`src/rtl/risc_pkg.sv`:
```
// Shared RISC-V front-end definitions: opcode constants, the fetch word and the
// issue controller state, plus helpers that say which source registers an opcode reads.
package risc_pkg;

  localparam int unsigned XLEN = 32;

  localparam logic [6:0] OP     = 7'b0110011;
  localparam logic [6:0] OP_IMM = 7'b0010011;
  localparam logic [6:0] LOAD   = 7'b0000011;
  localparam logic [6:0] STORE  = 7'b0100011;
  localparam logic [6:0] BRANCH = 7'b1100011;
  localparam logic [6:0] JAL    = 7'b1101111;
  localparam logic [6:0] JALR   = 7'b1100111;
  localparam logic [6:0] LUI    = 7'b0110111;
  localparam logic [6:0] AUIPC  = 7'b0010111;
  localparam logic [6:0] SYSTEM = 7'b1110011;

  typedef struct packed {
    logic [31:0]     instr;
    logic [XLEN-1:0] pc;
  } fetchWord_t;

  typedef enum logic [0:0] {RUN, FLUSH} state_t;

  function automatic logic uses_rs1(input logic [6:0] opcode);
    logic used;
    case (opcode)
      LUI, AUIPC, JAL: used = 1'b0;
      default:         used = 1'b1;
    endcase
    return used;
  endfunction

  function automatic logic uses_rs2(input logic [6:0] opcode);
    logic used;
    case (opcode)
      OP, STORE, BRANCH: used = 1'b1;
      default:           used = 1'b0;
    endcase
    return used;
  endfunction

endpackage

```
`src/rtl/inst_queue.sv`:
```
// Synchronous FIFO of fetch words. The head word reads as zero while the queue is empty;
// clear drops all entries and wins over a same-cycle push or pop.
module inst_queue
  import risc_pkg::*;
#(
  parameter int unsigned DEPTH = 4
) (
  input  logic                     clk,
  input  logic                     rstn,
  input  logic                     push,
  input  logic                     pop,
  input  logic                     clear,
  input  fetchWord_t               wdata,
  output fetchWord_t               rdata,
  output logic                     full,
  output logic                     empty,
  output logic [$clog2(DEPTH):0]   level
);

  localparam int unsigned AW = $clog2(DEPTH);

  fetchWord_t      mem [DEPTH];
  logic [AW-1:0]   wr_ptr_q, wr_ptr_d;
  logic [AW-1:0]   rd_ptr_q, rd_ptr_d;
  logic [AW:0]     level_q, level_d;
  logic            do_push, do_pop;

  assign full    = (level_q == (AW+1)'(DEPTH));
  assign empty   = (level_q == '0);
  assign level   = level_q;
  assign do_push = push && !full && !clear;
  assign do_pop  = pop && !empty && !clear;
  assign rdata   = empty ? '0 : mem[rd_ptr_q];

  // Storage needs no reset: the head is masked to zero whenever the queue is empty.
  always_ff @(posedge clk) begin
    if (do_push) begin
      mem[wr_ptr_q] <= wdata;
    end
  end

  always_comb begin
    wr_ptr_d = wr_ptr_q;
    rd_ptr_d = rd_ptr_q;
    level_d  = level_q;
    if (clear) begin
      wr_ptr_d = '0;
      rd_ptr_d = '0;
      level_d  = '0;
    end else begin
      if (do_push) wr_ptr_d = wr_ptr_q + AW'(1);
      if (do_pop)  rd_ptr_d = rd_ptr_q + AW'(1);
      unique case ({do_push, do_pop})
        2'b10:   level_d = level_q + (AW+1)'(1);
        2'b01:   level_d = level_q - (AW+1)'(1);
        default: level_d = level_q;
      endcase
    end
  end

  always_ff @(posedge clk or negedge rstn) begin
    if (!rstn) begin
      wr_ptr_q <= '0;
      rd_ptr_q <= '0;
      level_q  <= '0;
    end else begin
      wr_ptr_q <= wr_ptr_d;
      rd_ptr_q <= rd_ptr_d;
      level_q  <= level_d;
    end
  end

endmodule

```
`src/rtl/decode_issue_ctrl.sv`:
```
// Issues queued fetch words to the decoder, stalling on load-use hazards against execute
// and dropping queued work on a redirect, after which fetch is held off for FLUSH_CYC cycles.
module decode_issue_ctrl
  import risc_pkg::*;
#(
  parameter int unsigned DEPTH     = 4,
  parameter int unsigned FLUSH_CYC = 2,
  parameter int unsigned CNT_W     = 16
) (
  input  logic                     clk,
  input  logic                     rstn,
  input  logic                     fetchValid,
  input  logic [31:0]              fetchInstr,
  input  logic [XLEN-1:0]          fetchPc,
  output logic                     fetchReady,
  output logic                     decValid,
  output logic [31:0]              decInstr,
  output logic [XLEN-1:0]          decPc,
  input  logic                     decReady,
  input  logic                     exIsLoad,
  input  logic [4:0]               exRdAddr,
  input  logic                     flush,
  output logic [CNT_W-1:0]         bubbleCnt,
  output logic [$clog2(DEPTH):0]   qLevel
);

  localparam int unsigned CW = $clog2(FLUSH_CYC + 1);

  state_t           state_q, state_d;
  logic [CW-1:0]    cnt_q, cnt_d;
  logic [CNT_W-1:0] bubble_q, bubble_d;

  fetchWord_t q_wdata, q_head;
  logic       q_full, q_empty, q_push, q_pop;
  logic       running, hazard;
  logic [6:0] head_op;
  logic [4:0] head_rs1, head_rs2;

  assign q_wdata = '{instr: fetchInstr, pc: fetchPc};

  inst_queue #(
    .DEPTH (DEPTH)
  ) u_queue (
    .clk   (clk),
    .rstn  (rstn),
    .push  (q_push),
    .pop   (q_pop),
    .clear (flush),
    .wdata (q_wdata),
    .rdata (q_head),
    .full  (q_full),
    .empty (q_empty),
    .level (qLevel)
  );

  assign head_op  = q_head.instr[6:0];
  assign head_rs1 = q_head.instr[19:15];
  assign head_rs2 = q_head.instr[24:20];

  // Only the head is checked; a word behind it cannot issue before it anyway.
  assign hazard = exIsLoad && (exRdAddr != 5'd0) && !q_empty &&
                  ((uses_rs1(head_op) && (head_rs1 == exRdAddr)) ||
                   (uses_rs2(head_op) && (head_rs2 == exRdAddr)));

  assign running    = (state_q == RUN) && !flush;
  assign fetchReady = !q_full && running;
  assign decValid   = !q_empty && !hazard && running;
  assign decInstr   = q_head.instr;
  assign decPc      = q_head.pc;
  assign q_push     = fetchValid && fetchReady;
  assign q_pop      = decValid && decReady;
  assign bubbleCnt  = bubble_q;

  always_comb begin
    state_d = state_q;
    cnt_d   = cnt_q;
    unique case (state_q)
      RUN: begin
        if (flush) begin
          state_d = FLUSH;
          cnt_d   = CW'(FLUSH_CYC);
        end
      end
      FLUSH: begin
        if (flush) begin
          cnt_d = CW'(FLUSH_CYC);
        end else if (cnt_q == CW'(1)) begin
          state_d = RUN;
          cnt_d   = '0;
        end else begin
          cnt_d = cnt_q - CW'(1);
        end
      end
      default: begin
        state_d = RUN;
        cnt_d   = '0;
      end
    endcase
  end

  always_comb begin
    bubble_d = bubble_q;
    if (hazard && running && (bubble_q != '1)) begin
      bubble_d = bubble_q + CNT_W'(1);
    end
  end

  always_ff @(posedge clk or negedge rstn) begin
    if (!rstn) begin
      state_q  <= RUN;
      cnt_q    <= '0;
      bubble_q <= '0;
    end else begin
      state_q  <= state_d;
      cnt_q    <= cnt_d;
      bubble_q <= bubble_d;
    end
  end

endmodule

```
`config.mk`:
```
export PLATFORM = sky130hd
export DESIGN_NAME = decode_issue_ctrl
export DESIGN_NICKNAME = d
export VERILOG_FILES = /design/src/rtl/risc_pkg.sv /design/src/rtl/inst_queue.sv /design/src/rtl/decode_issue_ctrl.sv
export SDC_FILE = /design/constraint.sdc
export NUM_CORES = 1
export LEC_CHECK = 0
export ABC_AREA = 1
export BUFFER_PORTS_ARGS = -buffer_cell sky130_fd_sc_hd__buf_2
export CAP_MARGIN = 20
export CORE_ASPECT_RATIO = 1.4
export CORE_MARGIN = 1.5
export CORE_UTILIZATION = 62
export DETAILED_ROUTE_END_ITERATION = 12
export PLACE_DENSITY = 0.92
export SLEW_MARGIN = 10
export SYNTH_ARGS = -nofsm -noshare
export SYNTH_HDL_FRONTEND = slang
export SYNTH_SLANG_ARGS = --single-unit
export TNS_END_PERCENT = 100
```
`constraint.sdc`:
```
create_clock -name clk -period 7.8 [get_ports clk]
set_clock_uncertainty 0.15 [all_clocks]
set_input_delay 0.78 -clock clk [delete_from_list [all_inputs] [get_ports clk]]
set_output_delay 0.78 -clock clk [all_outputs]
set_load 0.01 [all_outputs]
```
==> results by group <==
Drt
  – Antenna Nets Post-Route: 0
  – DRT iter0 DRCs: 936
  – WL/cell: 18.0 um
  – Final WL: 26.2 mm
  – Via density: 5.72
  – # DRC: 0
  – Drt first pass iters: 5
  – Vias: 8306

Synthesis
  – Yosys reg bits: 282
  – Cells taking the most area after synthesis: edfxtp_1, nor2_1, dfrtp_1
  – Synth area leader: edfxtp_1
  – Post-Synthesis Cells: 1049
  – Most common cell in the netlist: edfxtp_1
  – Mapped Area: 11800 um2
  – Post-synth top cells: edfxtp_1, nor2_1, nand2_1
  – Mapped Nets: 1131
  – Area share of the largest cell type after synthesis: 65.3%
  – Post-synthesis sequential area ratio: 70.9%
  – Ys async rst share: 9.22%
  – Post-synth EDFFs: 256
  – Average size of a mapped cell: 11.2 um2
  – Synth warnings: 0
  – Ys flop type: edfxtp_1
  – Distinct cells, synth: 34

Clock network
  – Post_cts resized: 0
  – Hold buffer count at cts: 0
  – CTS max path bufs: 3
  – CTS tree: yes
  – CTS clk-pin slew, worst paths: 70 ps
  – Number of buffers created by CTS: 25
  – CTS Root Cell: clkbuf_16
  – Post-CTS setup buffers: 0
  – Clk sink count: 282
  – # H-tree levels: 1
  – Worst skew pair latency: 510 ps

Timing
  – Final Worst Setup Slack: 3210 ps
  – Setup violators final: 0
  – Final min period: 4590 ps
  – RSZ-0062 raised after global routing: no
  – Worst relative slew slack: 27.0%
  – Final slew viol count: 0
  – Final Cycle Share: 58.9%
  – Highest clock rate: 0.218 GHz
  – Slew of the pin with the lowest slew margin: 1090 ps
  – Final hold violations: 0
  – Sum Neg Setup Slack: 0 ps
  – Hold WS: 112 ps

Power and ir drop
  – Psw: 0.586 mW
  – Peak supply drop: 0.198 mV
  – P_int: 2.36 mW
  – Cell area power density: 218 nW/um2
  – Comb pwr share: 4.1%
  – Leak: 5.44 nW
  – Sw Ratio: 19.9%
  – Flop pwr share: 56.9%
  – Clk pwr share: 39.0%
  – Design Power: 2.94 mW

Worst setup path
  – Worst EP required: 6870 ps
  – Slowest CP cell: buf_4
  – CP endpoint kind: primary output
  – Flop2flop setup slack: 3650 ps
  – CP cell instances: clkinv_2, buf_4, nand2_1, nand2_1, nand2_1, nand2_1, nand3_1, nand2_1, clkinv_1, nand2_1, nor2_1, nand2_1, nand2_1, a21oi_1, buf_2
  – CP max FO: 112
  – FF-to-FF End: u_queue.level[2]$_DFFE_PN0P_
  – R2r startpoint: u_queue.rd_ptr_q[0]$_DFFE_PN0P_
  – Worst path most repeated cell: nand2_1
  – R2r worst-path depth: 20
  – Crit-path max cell delay: 820 ps
  – CP Class: flip-flop to primary output
  – CP Launch Type: flip-flop
  – CP arrival: 3660 ps

Finish
  – Area of the multi-input gates: 2940 um2
  – Design area: 13500 um2
  – Core Util, Final: 72.5%
  – Register area: 8340 um2
  – Non-Filler Instances: 1453
  – Fill cells: 1249
  – Syn-to-layout area delta: 14.6%
  – Share of cells above drive strength 1: 18.3%
  – NumNets Final: 1276

Place
  – DP HPWL: 15.3 mm
  – Port Buffers: 159
  – Dpl cell area: 12700 um2
  – Pre-CTS setup slack: 3710 ps
  – Final Wtd Congestion: 0.827
  – Placed Cells: 1411

GRT
  – Total track usage: 26.0%
  – Grt ovf: 0
  – Vias in the first global route: 8339
  – Largest net degree at the start of global routing: 113
  – First-pass GRT wire length: 40.8 mm
  – Initial antenna violation count: 3

Floorplan
  – Ports: 160
  – Die Height: 166 um
  – Die area: 19800 um2
  – Initial Util: 63.2%
  – Placement Rows: 59
  – Die X-Extent: 119 um
  – Core outline area: 18600 um2

Status
  – Outcome: complete, no violations

Worst hold path
  – Tightest Hold Check Type: primary input to asynchronous set/reset pin

Flow run
  – Max cap viols: 0
[worst max path at each step]
stage                               startpoint                      endpoint  slack (ps)
2_1_floorplan                            flush   u_queue.mem[0][0]$_DFFE_PP_        2940
3_3_place_gp   u_queue.rd_ptr_q[1]$_DFFE_PN0P_  u_queue.level[2]$_DFFE_PN0P_        3820
3_5_place_dp   u_queue.rd_ptr_q[0]$_DFFE_PN0P_  u_queue.level[2]$_DFFE_PN0P_        3710
4_1_cts        u_queue.rd_ptr_q[0]$_DFFE_PN0P_                      decValid        3250
5_1_grt        u_queue.rd_ptr_q[0]$_DFFE_PN0P_                      decValid        2890
6_report       u_queue.rd_ptr_q[0]$_DFFE_PN0P_                      decValid        3210
[kinds of logic after synthesis]
group / Yosys count / synth area share [%]
xor gates and xnor gates: 14 / 1.04
and+or+nand+nor: 442 / 15.3
AOI/OAI and AO/OA: 178 / 7.59
buffers and inverters: 126 / 4.37
adders and majority gates: 7 / 0.808
DFF: 282 / 70.9
[final cells by class]
cell class	count	area share, %
inverters	77	2.16
diodes	2	0.0371
flip-flops and latches	282	61.8
well taps	244	2.26
multi-input cells	641	21.8
clock inverters	10	0.742
repair buffers	167	6.34
clock buffers	30	4.78
[layout by cell type, fill, tap and decap left out, types with 8 or more instances in the layout]
cell	synthesis	layout
a21oi_1	57	57
buf_2	8	159
buf_4	2	8
clkbuf_16	0	25
dfrtp_1	26	24
edfxtp_1	256	256
inv_1	69	69
nand2_1	140	140
nand3_1	41	41
nand4_1	8	8
nor2_1	232	228
o21ai_0	107	107
o21ai_1	12	12
xor2_1	11	11
[worst max-delay path: cells and delay by family, from the launching register on]
family / cells / cell delay [ps]
compound gates: 1 / 190
buf+inv: 4 / 1350
flops: 1 / 690
simple gates: 10 / 890
[power by group through the flow]
| stage | combinational (mW) | sequential (mW) | clock, mW |
|---|---|---|---|
| floorplan | 0.0558 | 1.71 | 0 |
| global placement | 0.115 | 1.71 | 0 |
| detailed placement | 0.120 | 1.71 | 0 |
| CTS | 0.122 | 1.67 | 1.16 |
| global route | 0.136 | 1.68 | 1.22 |
| finish | 0.121 | 1.67 | 1.15 |
[metal layers]
metal  vias up  part of all wire, %  GRT usage (%)
li1       3858                    -              -
met1      3995                   38           31.4
met2       390                   53           47.8
met3        61                  6.3           3.50
met4         2                  2.6           9.11
met5         -                0.050              0
[registers in the layout, indices dropped and copies added, names as in the netlist]
name / count
cnt_q: 2
u_queue.level: 3
u_queue.rd_ptr_q: 2
u_queue.mem: 256
state_q: 1
u_queue.wr_ptr_q: 2
bubbleCnt: 16
(Power assumes the default switching activity.)
